## src/rtl/mips_pkg.sv

```systemverilog
// mips_pkg: definitions shared by the instruction-fetch stage.
//   fetch_state_t    - fetch FSM state encoding (also exposed on state_dbg)
//   RESET_PC_DEFAULT - default first fetch address after reset
//   NOP_INSTR        - instruction word placed in IF/ID for a bubble
//   if_id_t          - 65-bit IF/ID pipeline register contents
package mips_pkg;

    typedef enum logic [1:0] {
        S_FETCH   = 2'd0,   // request outstanding at pc_F
        S_HELD    = 2'd1,   // word parked in hold buffer, no request
        S_DISCARD = 2'd2    // request at req_addr outstanding, response is stale
    } fetch_state_t;

    localparam logic [31:0] RESET_PC_DEFAULT = 32'h0000_0000;
    localparam logic [31:0] NOP_INSTR        = 32'h0000_0000;

    typedef struct packed {
        logic [31:0] instr;
        logic [31:0] pcplus4;
        logic        valid;
    } if_id_t;

    function automatic if_id_t if_id_bubble();
        if_id_t b;
        b.instr   = NOP_INSTR;
        b.pcplus4 = 32'h0000_0000;
        b.valid   = 1'b0;
        return b;
    endfunction

endpackage

```

## src/rtl/if_id_reg.sv

```systemverilog
// if_id_reg: IF/ID pipeline register.
//   clk, reset : clock, synchronous active-high reset (clears to a bubble)
//   en         : load enable; low freezes the register (decode stalled)
//   clr        : synchronous clear to a bubble, only effective when en=1
//   d, q       : register input / output contents
module if_id_reg
    import mips_pkg::*;
(
    input  logic   clk,
    input  logic   reset,
    input  logic   en,
    input  logic   clr,
    input  if_id_t d,
    output if_id_t q
);

    // A frozen register wins over bubble insertion: clr is ignored while en=0.
    always_ff @(posedge clk) begin
        if (reset) begin
            q <= if_id_bubble();
        end else if (en) begin
            if (clr) begin
                q <= if_id_bubble();
            end else begin
                q <= d;
            end
        end
    end

endmodule

```

## src/rtl/fetch_stage.sv

```systemverilog
// fetch_stage: instruction-fetch stage of the five-stage MIPS pipeline.
// Owns pc_F, drives the instruction-memory request and writes IF/ID.
//
// Build option: define FETCH_DELAY_SLOT_EN for MIPS branch-delay-slot
// behaviour (the in-flight or buffered instruction after a taken branch is
// delivered, then fetch continues at the target). Without it, a redirect
// squashes that instruction.
//
// Ports:
//   clk, reset            : clock, synchronous active-high reset
//   stall_F, stall_D      : hazard-unit stalls for PC and IF/ID
//   pcsrc_D, pcbranch_D   : branch taken / target, resolved in decode
//   imem_req, imem_addr   : instruction-memory request and address
//   imem_rvalid, imem_rdata : instruction-memory response
//   instr_D, pcplus4_D, valid_D : IF/ID outputs (valid_D=0 marks a bubble)
//   state_dbg             : current fetch FSM state
//
// Memory handshake: a request is open while imem_req=1. imem_addr is held
// constant for as long as the request is open. The request completes in the
// cycle imem_rvalid=1 (which may be its first cycle); imem_rdata is only
// meaningful in that cycle. imem_rvalid is ignored while imem_req=0.
module fetch_stage
    import mips_pkg::*;
#(
    parameter logic [31:0] RESET_PC = RESET_PC_DEFAULT
) (
    input  logic         clk,
    input  logic         reset,
    input  logic         stall_F,
    input  logic         stall_D,
    input  logic         pcsrc_D,
    input  logic [31:0]  pcbranch_D,
    output logic         imem_req,
    output logic [31:0]  imem_addr,
    input  logic         imem_rvalid,
    input  logic [31:0]  imem_rdata,
    output logic [31:0]  instr_D,
    output logic [31:0]  pcplus4_D,
    output logic         valid_D,
    output fetch_state_t state_dbg
);

`ifdef FETCH_DELAY_SLOT_EN
    localparam bit DELAY_SLOT = 1'b1;
`else
    localparam bit DELAY_SLOT = 1'b0;
`endif

    fetch_state_t state, state_next;
    logic [31:0]  pc_F, pc_next, pcplus4_F, deliver_pc;
    logic [31:0]  req_addr, hold_word;
    logic         hold_load, deliver, ifid_clr;
    logic         redirect, squash, hold;
    if_id_t       ifid_d, ifid_q;

    // A redirect presented while decode is stalled is ignored; decode
    // presents it again once it moves.
    assign redirect  = pcsrc_D & ~stall_D;
    // Squashing only happens without delay slots.
    assign squash    = redirect & ~DELAY_SLOT;
    // A word can only go into IF/ID when neither stage is stalled; otherwise
    // it is parked in the hold buffer.
    assign hold      = stall_F | stall_D;
    assign pcplus4_F = pc_F + 32'd4;

`ifdef FETCH_DELAY_SLOT_EN
    logic        redir_pending;
    logic [31:0] redir_target;

    // A redirect arriving in the same cycle as the delay-slot delivery
    // jumps straight to the new target.
    assign deliver_pc = redirect      ? pcbranch_D :
                        redir_pending ? redir_target : pcplus4_F;

    always_ff @(posedge clk) begin
        if (reset) begin
            redir_pending <= 1'b0;
            redir_target  <= RESET_PC;
        end else if (deliver) begin
            redir_pending <= 1'b0;
        end else if (redirect) begin
            redir_pending <= 1'b1;
            redir_target  <= pcbranch_D;
        end
    end
`else
    assign deliver_pc = pcplus4_F;
`endif

    always_comb begin
        state_next     = state;
        pc_next        = pc_F;
        hold_load      = 1'b0;
        deliver        = 1'b0;
        // Any cycle that does not deliver writes a bubble (when IF/ID moves).
        ifid_clr       = 1'b1;
        ifid_d.instr   = imem_rdata;
        ifid_d.pcplus4 = pcplus4_F;
        ifid_d.valid   = 1'b1;

        case (state)
            S_FETCH: begin
                if (imem_rvalid) begin
                    if (squash) begin
                        pc_next = pcbranch_D;
                    end else if (hold) begin
                        hold_load  = 1'b1;
                        state_next = S_HELD;
                    end else begin
                        deliver = 1'b1;
                    end
                end else if (squash) begin
                    // The address must stay put until the old response
                    // arrives, so wait for it in DISCARD.
                    pc_next    = pcbranch_D;
                    state_next = S_DISCARD;
                end
            end
            S_HELD: begin
                ifid_d.instr = hold_word;
                if (squash) begin
                    pc_next    = pcbranch_D;
                    state_next = S_FETCH;
                end else if (!hold) begin
                    deliver    = 1'b1;
                    state_next = S_FETCH;
                end
            end
            S_DISCARD: begin
                if (squash) begin
                    pc_next = pcbranch_D;
                end
                if (imem_rvalid) begin
                    state_next = S_FETCH;
                end
            end
            default: begin
                state_next = S_FETCH;
            end
        endcase

        if (deliver) begin
            ifid_clr = 1'b0;
            pc_next  = deliver_pc;
        end
    end

    // req_addr follows pc_F throughout FETCH; pc_F cannot move while a
    // FETCH request is open, so this is the address of the open request.
    always_ff @(posedge clk) begin
        if (reset) begin
            state     <= S_FETCH;
            pc_F      <= RESET_PC;
            req_addr  <= RESET_PC;
            hold_word <= NOP_INSTR;
        end else begin
            state <= state_next;
            pc_F  <= pc_next;
            if (state == S_FETCH) begin
                req_addr <= pc_F;
            end
            if (hold_load) begin
                hold_word <= imem_rdata;
            end
        end
    end

    assign imem_req  = ~reset & (state != S_HELD);
    assign imem_addr = (state == S_DISCARD) ? req_addr : pc_F;
    assign state_dbg = state;

    if_id_reg u_if_id (
        .clk   (clk),
        .reset (reset),
        .en    (~stall_D),
        .clr   (ifid_clr),
        .d     (ifid_d),
        .q     (ifid_q)
    );

    assign instr_D   = ifid_q.instr;
    assign pcplus4_D = ifid_q.pcplus4;
    assign valid_D   = ifid_q.valid;

endmodule

```

## config.mk

```make
export PLATFORM = sky130hd
export DESIGN_NAME = fetch_stage
export DESIGN_NICKNAME = d
export VERILOG_FILES = /design/src/rtl/mips_pkg.sv /design/src/rtl/if_id_reg.sv /design/src/rtl/fetch_stage.sv
export SDC_FILE = /design/constraint.sdc
export NUM_CORES = 1
export LEC_CHECK = 0
export CAP_MARGIN = 20
export CORE_AREA = 2 2 108 162
export CTS_CLUSTER_SIZE = 28
export DETAILED_ROUTE_END_ITERATION = 6
export DIE_AREA = 0 0 110 164
export GPL_TIMING_DRIVEN = 1
export PLACE_DENSITY = 0.74
export SETUP_SLACK_MARGIN = 0.3
export SLEW_MARGIN = 0
export SYNTH_ARGS = -nofsm -noshare
export SYNTH_HDL_FRONTEND = slang
export SYNTH_SLANG_ARGS = --single-unit
```

## constraint.sdc

```tcl
create_clock -name clk -period 2.4 [get_ports clk]
set_input_delay 0.24 -clock clk [delete_from_list [all_inputs] [get_ports clk]]
set_output_delay 0.24 -clock clk [all_outputs]
set_load 0.1 [all_outputs]
```

==> flow_summary.yaml <==
outcome:
  outcome: "finished, final reports clean"
worst_setup_path:
  worstPathArrival_ns: 2.34
  critical_path.reg2reg.endpoint: "pc_F[10]"
  path_max_fanout: 21
  setup.reg_to_reg.worst_slack_ns: 0.40
  critPathSlowestCell: "or4_2"
  timing.critical_path.slowest_cell_delay_ns: 0.59
  worst_ep_required_time_ns: 2.74
  reg2reg_depth: 6
  reg2reg_from: "state_dbg[1]"
  critPathCaptureType: "flip-flop"
  timing.critical_path.cells: "o21bai_1 -> or4_2 -> buf_4 -> nor4_2 -> o21ai_0 -> a21oi_1"
  setup.worst_path.start_class: "flip-flop"
  critPathKind: "flip-flop to flip-flop"
floorplanning:
  floorplan.core_area_sq_um: 16600
  start_util_pct: 44.4
  die_h_um: 164
  io_pins: 170
  fp.dieW_um: 110
  design.die.area_sq_um: 18000
  row_count: 58
hold_path:
  worst_hold_path_type: "input port to flip-flop"
  hold_path_end: "hold_word[25]"
  holdPathStages: 2
  timing.hold.worst.start: "reset"
power_and_ir_drop:
  ir_drop_mv: 0.397
  power_leakage_nw: 4.11
  power_density_nw_per_um2: 679
synth:
  post_synthesis_sequential_area_ratio_pct: 44.2
  yosys.cell_types.count: 58
  syn-num-nets: 956
  synth_area_sq_um: 7380
  synth_flop_cell: "dfxtp_1"
  ys.warnings.count: 0
  yosys_register_bits: 163
  syn-instance-count: 885
  synth-edff-count: 0
  synthArstFlopShare_pct: 0
  synth_area_per_cell_sq_um: 8.33
run:
  max_cap_viols: 0
timing:
  post-route-min-period_ns: 2.00
  fin_crit_sh_pct: 83.4
  max_slew_margin_pct: 52.7
  slew_viol_final: 0
  slew_worst_pin_ns: 0.710
  achievable-frequency_ghz: 0.500
  setup-violations-final: 0
  setup-tns-final_ns: 0
  hold_viol: 0
  worst_hold_slack_across_all_endpoints_ns: 0.190
  setup_repair_after_global_routing_missed_its_margin: "false"
  finClkSkew_ns: 0.00749
placed_design:
  gp_routability_congestion: 0.875
  place.detailed.hpwl_mm: 14.4
  placed_cells_incl_taps: 1220
  area_post_placement_sq_um: 9340
  numPortBuffers: 169
clock_tree:
  clockBufferDepth: 2
  worstSkewPairLatency_ns: 0.42
  clock-root-buffer: "clkbuf_16"
  cts_inserted_buffers: 17
  cts_sinks: 163
  h-tree-depth: 4
  cts_tree: "yes"
  clock_edge_transition_at_the_registers_on_the_reported_setup_and_hold_paths_ns: 0.06
layout:
  post_layout_nonfiller_instances: 1253
  finalNetCount: 1102
  stdcell_area_sq_um: 9980
  area.sequential_sq_um: 3270
  fillCellCount: 1425
  combined_area_of_the_multi_input_logic_cells_sq_um: 3690
  layout.core_utilization_pct: 60.1
  area_delta_synth_final_pct: 35.4
  insertedDiodeCount: 0
  layout-drive-gt1-share_pct: 21.9
  final_common_cell: "nand2_1"
  mostFrequentLayoutCells: "nand2_1, dfxtp_1, a21oi_1"
routing:
  detail_route.vias_per_cell: 5.39
  postRouteWirelength_mm: 20.9
  drt_iter0_markers: 379
  routed-via-count: 6751
  drc: 0
  wire_per_inst_um: 16.7
  dr.pass1.iters: 5
  route.antenna.remaining_nets: 0
grt:
  grt_antenna_before_repair: 0
  pin_count_of_the_biggest_net_entering_global_routing: 89
  first_global_vias: 6435
  grt_pass1_wl_mm: 33.0
  total_routing_usage_reported_by_global_routing_pct: 23.4
  overflow: 0
## synth_stat cells (all sizes together) (11+ instances only)
library cell / number / share of area, %
a21oi: 125 / 8.5
nor4: 11 / 1.6
xnor2: 15 / 1.8
nor2: 94 / 4.8
clkbuf: 61 / 4.6
mux2: 34 / 5.2
o21ai: 33 / 2.2
o22ai: 11 / 0.93
nand3: 18 / 1.2
and3: 11 / 0.97
mux2i: 32 / 4.3
dfxtp: 163 / 44
a22oi: 12 / 1.2
nand2: 179 / 9.1
xor2: 12 / 1.4
buf: 13 / 1.1
## state kept, by name, indices dropped and copies added (netlist names)
name and flops:
state_dbg 2, pc_F 32, req_addr 32, hold_word 32, u_if_id.q 65
## stage by stage
| step | setup WS (ns) | total power, mW |
|---|---|---|
| 2_1_floorplan | 0.297 | 3.67 |
| 3_3_place_gp | 0.112 | 4.08 |
| 3_5_place_dp | 0.0897 | 4.09 |
| 4_1_cts | 0.305 | 6.83 |
| 5_1_grt | 0.313 | 7.02 |
| 6_report | 0.400 | 6.78 |
## metal layers
layer / wire (um) / global-route usage [%] / vias to the layer above
met5: 0 / 0 / -
met4: 643 / 10.6 / 0
met3: 1450 / 5.71 / 44
met2: 10800 / 40.7 / 244
met1: 8030 / 26.4 / 3156
li1: - / - / 3307
## layout make-up
class                   instances  area share (%)
inverters                       4           0.150
repair buffers                203            21.6
well taps                     210            2.63
clock buffers                  19            4.34
flip-flops and latches        163            32.8
multi-input cells             642            37.0
clock inverters                12            1.59
## power breakdown
part | internal (mW) | leakage, nW | total (mW) | switching (mW)
Sequential | 2.80 | 1.33 | 2.88 | 0.0828
Clock | 1.64 | 0.283 | 2.74 | 1.10
Combinational | 0.435 | 2.50 | 1.16 | 0.722
Total | 4.87 | 4.11 | 6.78 | 1.91
## repair_timing
action / 4_1_cts / 5_1_grt
pin swaps: 0 / 1
buffers inserted: 1 / 1
hold buffers: 0 / 0
endpoints found under the setup margin: 23 / 18
endpoints found under the hold margin: 0 / 0
gates resized for setup: 2 / 6
## cells by family after synthesis
group	share of synthesized area, %
flip-flops	44.2
buffers and inverters	6.70
adder cells (fa/ha/maj)	0.170
multiplexers	9.53
XOR/XNOR	3.21
AND/OR/NAND/NOR	21.1
AO/OA/AOI/OAI	15.1
## worst max path at each step
| stage | start | to | slack, ns | depth (start not counted) |
|---|---|---|---|---|
| after CTS | pc_F[3] | pc_F[26] | 0.31 | 7 |
| after global routing | state_dbg[1] | pc_F[10] | 0.31 | 6 |
| after detailed placement | imem_rvalid | pc_F[9] | 0.09 | 7 |
| after global placement | imem_rvalid | pc_F[9] | 0.11 | 7 |
| final | state_dbg[1] | pc_F[10] | 0.40 | 6 |
| after floorplan | state_dbg[1] | imem_addr[13] | 0.30 | 5 |
## worst max-delay path: cells and delay by family, from the launching register on
family / cells / cell delay [ns]
AOI/OAI and AO/OA: 3 / 0.45
DFF: 1 / 0.38
buffers and inverters: 1 / 0.24
and+or+nand+nor: 2 / 0.85
(Power assumes the default switching activity.)
==> patch: new RTL, same settings <==
The option `FETCH_DELAY_SLOT_EN` is turned on by a define.
--- a/src/rtl/fetch_stage.sv
+++ b/src/rtl/fetch_stage.sv
@@ -21,2 +21,4 @@
 // meaningful in that cycle. imem_rvalid is ignored while imem_req=0.
+`define FETCH_DELAY_SLOT_EN
+
 module fetch_stage
Behaviour: not the same (Yosys sat finds a counterexample within 4 cycles, from zero or initial values and one cycle with reset high).
==> patch against the unedited design <==
- sequential cell count did not move
- sequential power barely moved
- sequential share of layout area up 1.5 points
- area after synthesis shrank 0.37%
- wire length rose by 3.6%
- cell count grew 4.7%
- power down 1.4%
- critical path type unchanged
- worst setup slack worse by 0.024 ns
- fmax down 1.2%
- core utilization fell by 1.4 points
- highest routed layer unchanged
- die area did not move
- cell area decreased by 2.3%
==> patch: results (changes against the unedited design) <==
status = finished clean
Arr. time, crit path = 2.36 ns (+0.02 ns)
PwrDens = 685 nW/um^2 (+0.91%)
Post-DP Area = 9130 sq um (-2.3%)
largest net degree at the start of global routing = 48 (-46%)
Unique masters post-synth = 65 (+12%)
PostCTS Resize Cnt = 0 (-2)
Worst VDD drop = 0.384 mV (-3.2%)
drt total wl = 21.6 mm (+3.6%)
DRT Pass-1 Iters = 4 (-1)
Slew HR = 0.531 (+0.00449)
hpwl dp = 15.4 mm (+7.3%)
layout cell share with drive strength beyond 1 = 0.199 (-0.0199)
sequential share of the synthesized area = 0.444 (+0.00166)
Synth Instances = 940 (+6.2%)
initial DRC count = 385 (+1.6%)
fill cell count = 1555 (+9.1%)
Final Non-Filler Cells = 1312 (+4.7%)
syn nets = 1011 (+5.8%)
Vias = 7171 (+6.2%)
gp weighted congestion = 0.878 (+0.45%)
Post-synth top cells = nand2_1 (188), dfxtp_1 (163), a21oi_1 (133)
first-pass GRT wire length = 33.7 mm (+2.4%)
CP max FO = 9 (-57%)
number of global-route vias before repair = 6857 (+6.6%)
GRT Util Overall = 0.241 (+0.00700)
Final Skew = 0.00846 ns (+0.000972 ns)
Post-CTS Repair Setup Buffers = 0 (-1)
patch: changes by cell type after synthesis, sizes merged, moves of 8 or more:
cell   before  now
o22ai      11    1
nand3      18   30
a21oi     125  133
inv         4   12
o21ai      33   52
nand2     179  188
mux2       34    0
patch: where the power goes:
part	total, mW	leakage (nW)	internal (mW)	switching (mW)
clock	2.74	0.292	1.67	1.06
sequential	2.89	1.34	2.80	0.0898
combinational	1.06	2.09	0.343	0.719
patch: routing by layer:
metal  global-route usage  wire [um]
met1                0.270       8330
met2                0.411      10900
met3               0.0452       1370
met4                0.152       1050
met5                    0          0
patch: path summary, 6_finish.rpt:
path | from | to | slack [ns] | depth (start not counted)
setup / recovery | pc_F[4] | pc_F[29] | 0.38 | 6
hold / removal | reset | redir_target[25] | 0.21 | 2
setup reg to reg | pc_F[4] | pc_F[29] | 0.38 | 6
hold reg to reg | redir_target[1] | redir_target[1] | 0.45 | 2
patch: cell families (layout without fill, tap and decap cells):
family / count (synthesis) / count (layout) / synth area share
and+or+nand+nor: 384 / 384 / 0.233
xor gates and xnor gates: 27 / 27 / 0.0322
DFF: 163 / 163 / 0.444
adders and majority gates: 1 / 1 / 0.00170
other: 1 / 1 / 0.000510
AOI/OAI and AO/OA: 241 / 241 / 0.188
buffers and inverters: 88 / 250 / 0.0524
muxes: 35 / 35 / 0.0477
patch: critical path: stages (launching register included):
cell and delay [ns]:
dfxtp_4 0.40, nand3_1 0.25, nor2_2 0.28, buf_4 0.19
nand3_4 0.12, or3_2 0.47, a31oi_1 0.22
patch: final cells by class:
class | instances | share of cell area
multi-input cells | 689 | 0.387
flip-flops and latches | 163 | 0.342
repair buffers | 206 | 0.178
clock buffers | 24 | 0.0516
well taps | 210 | 0.0269
clock inverters | 8 | 0.00988
inverters | 12 | 0.00462
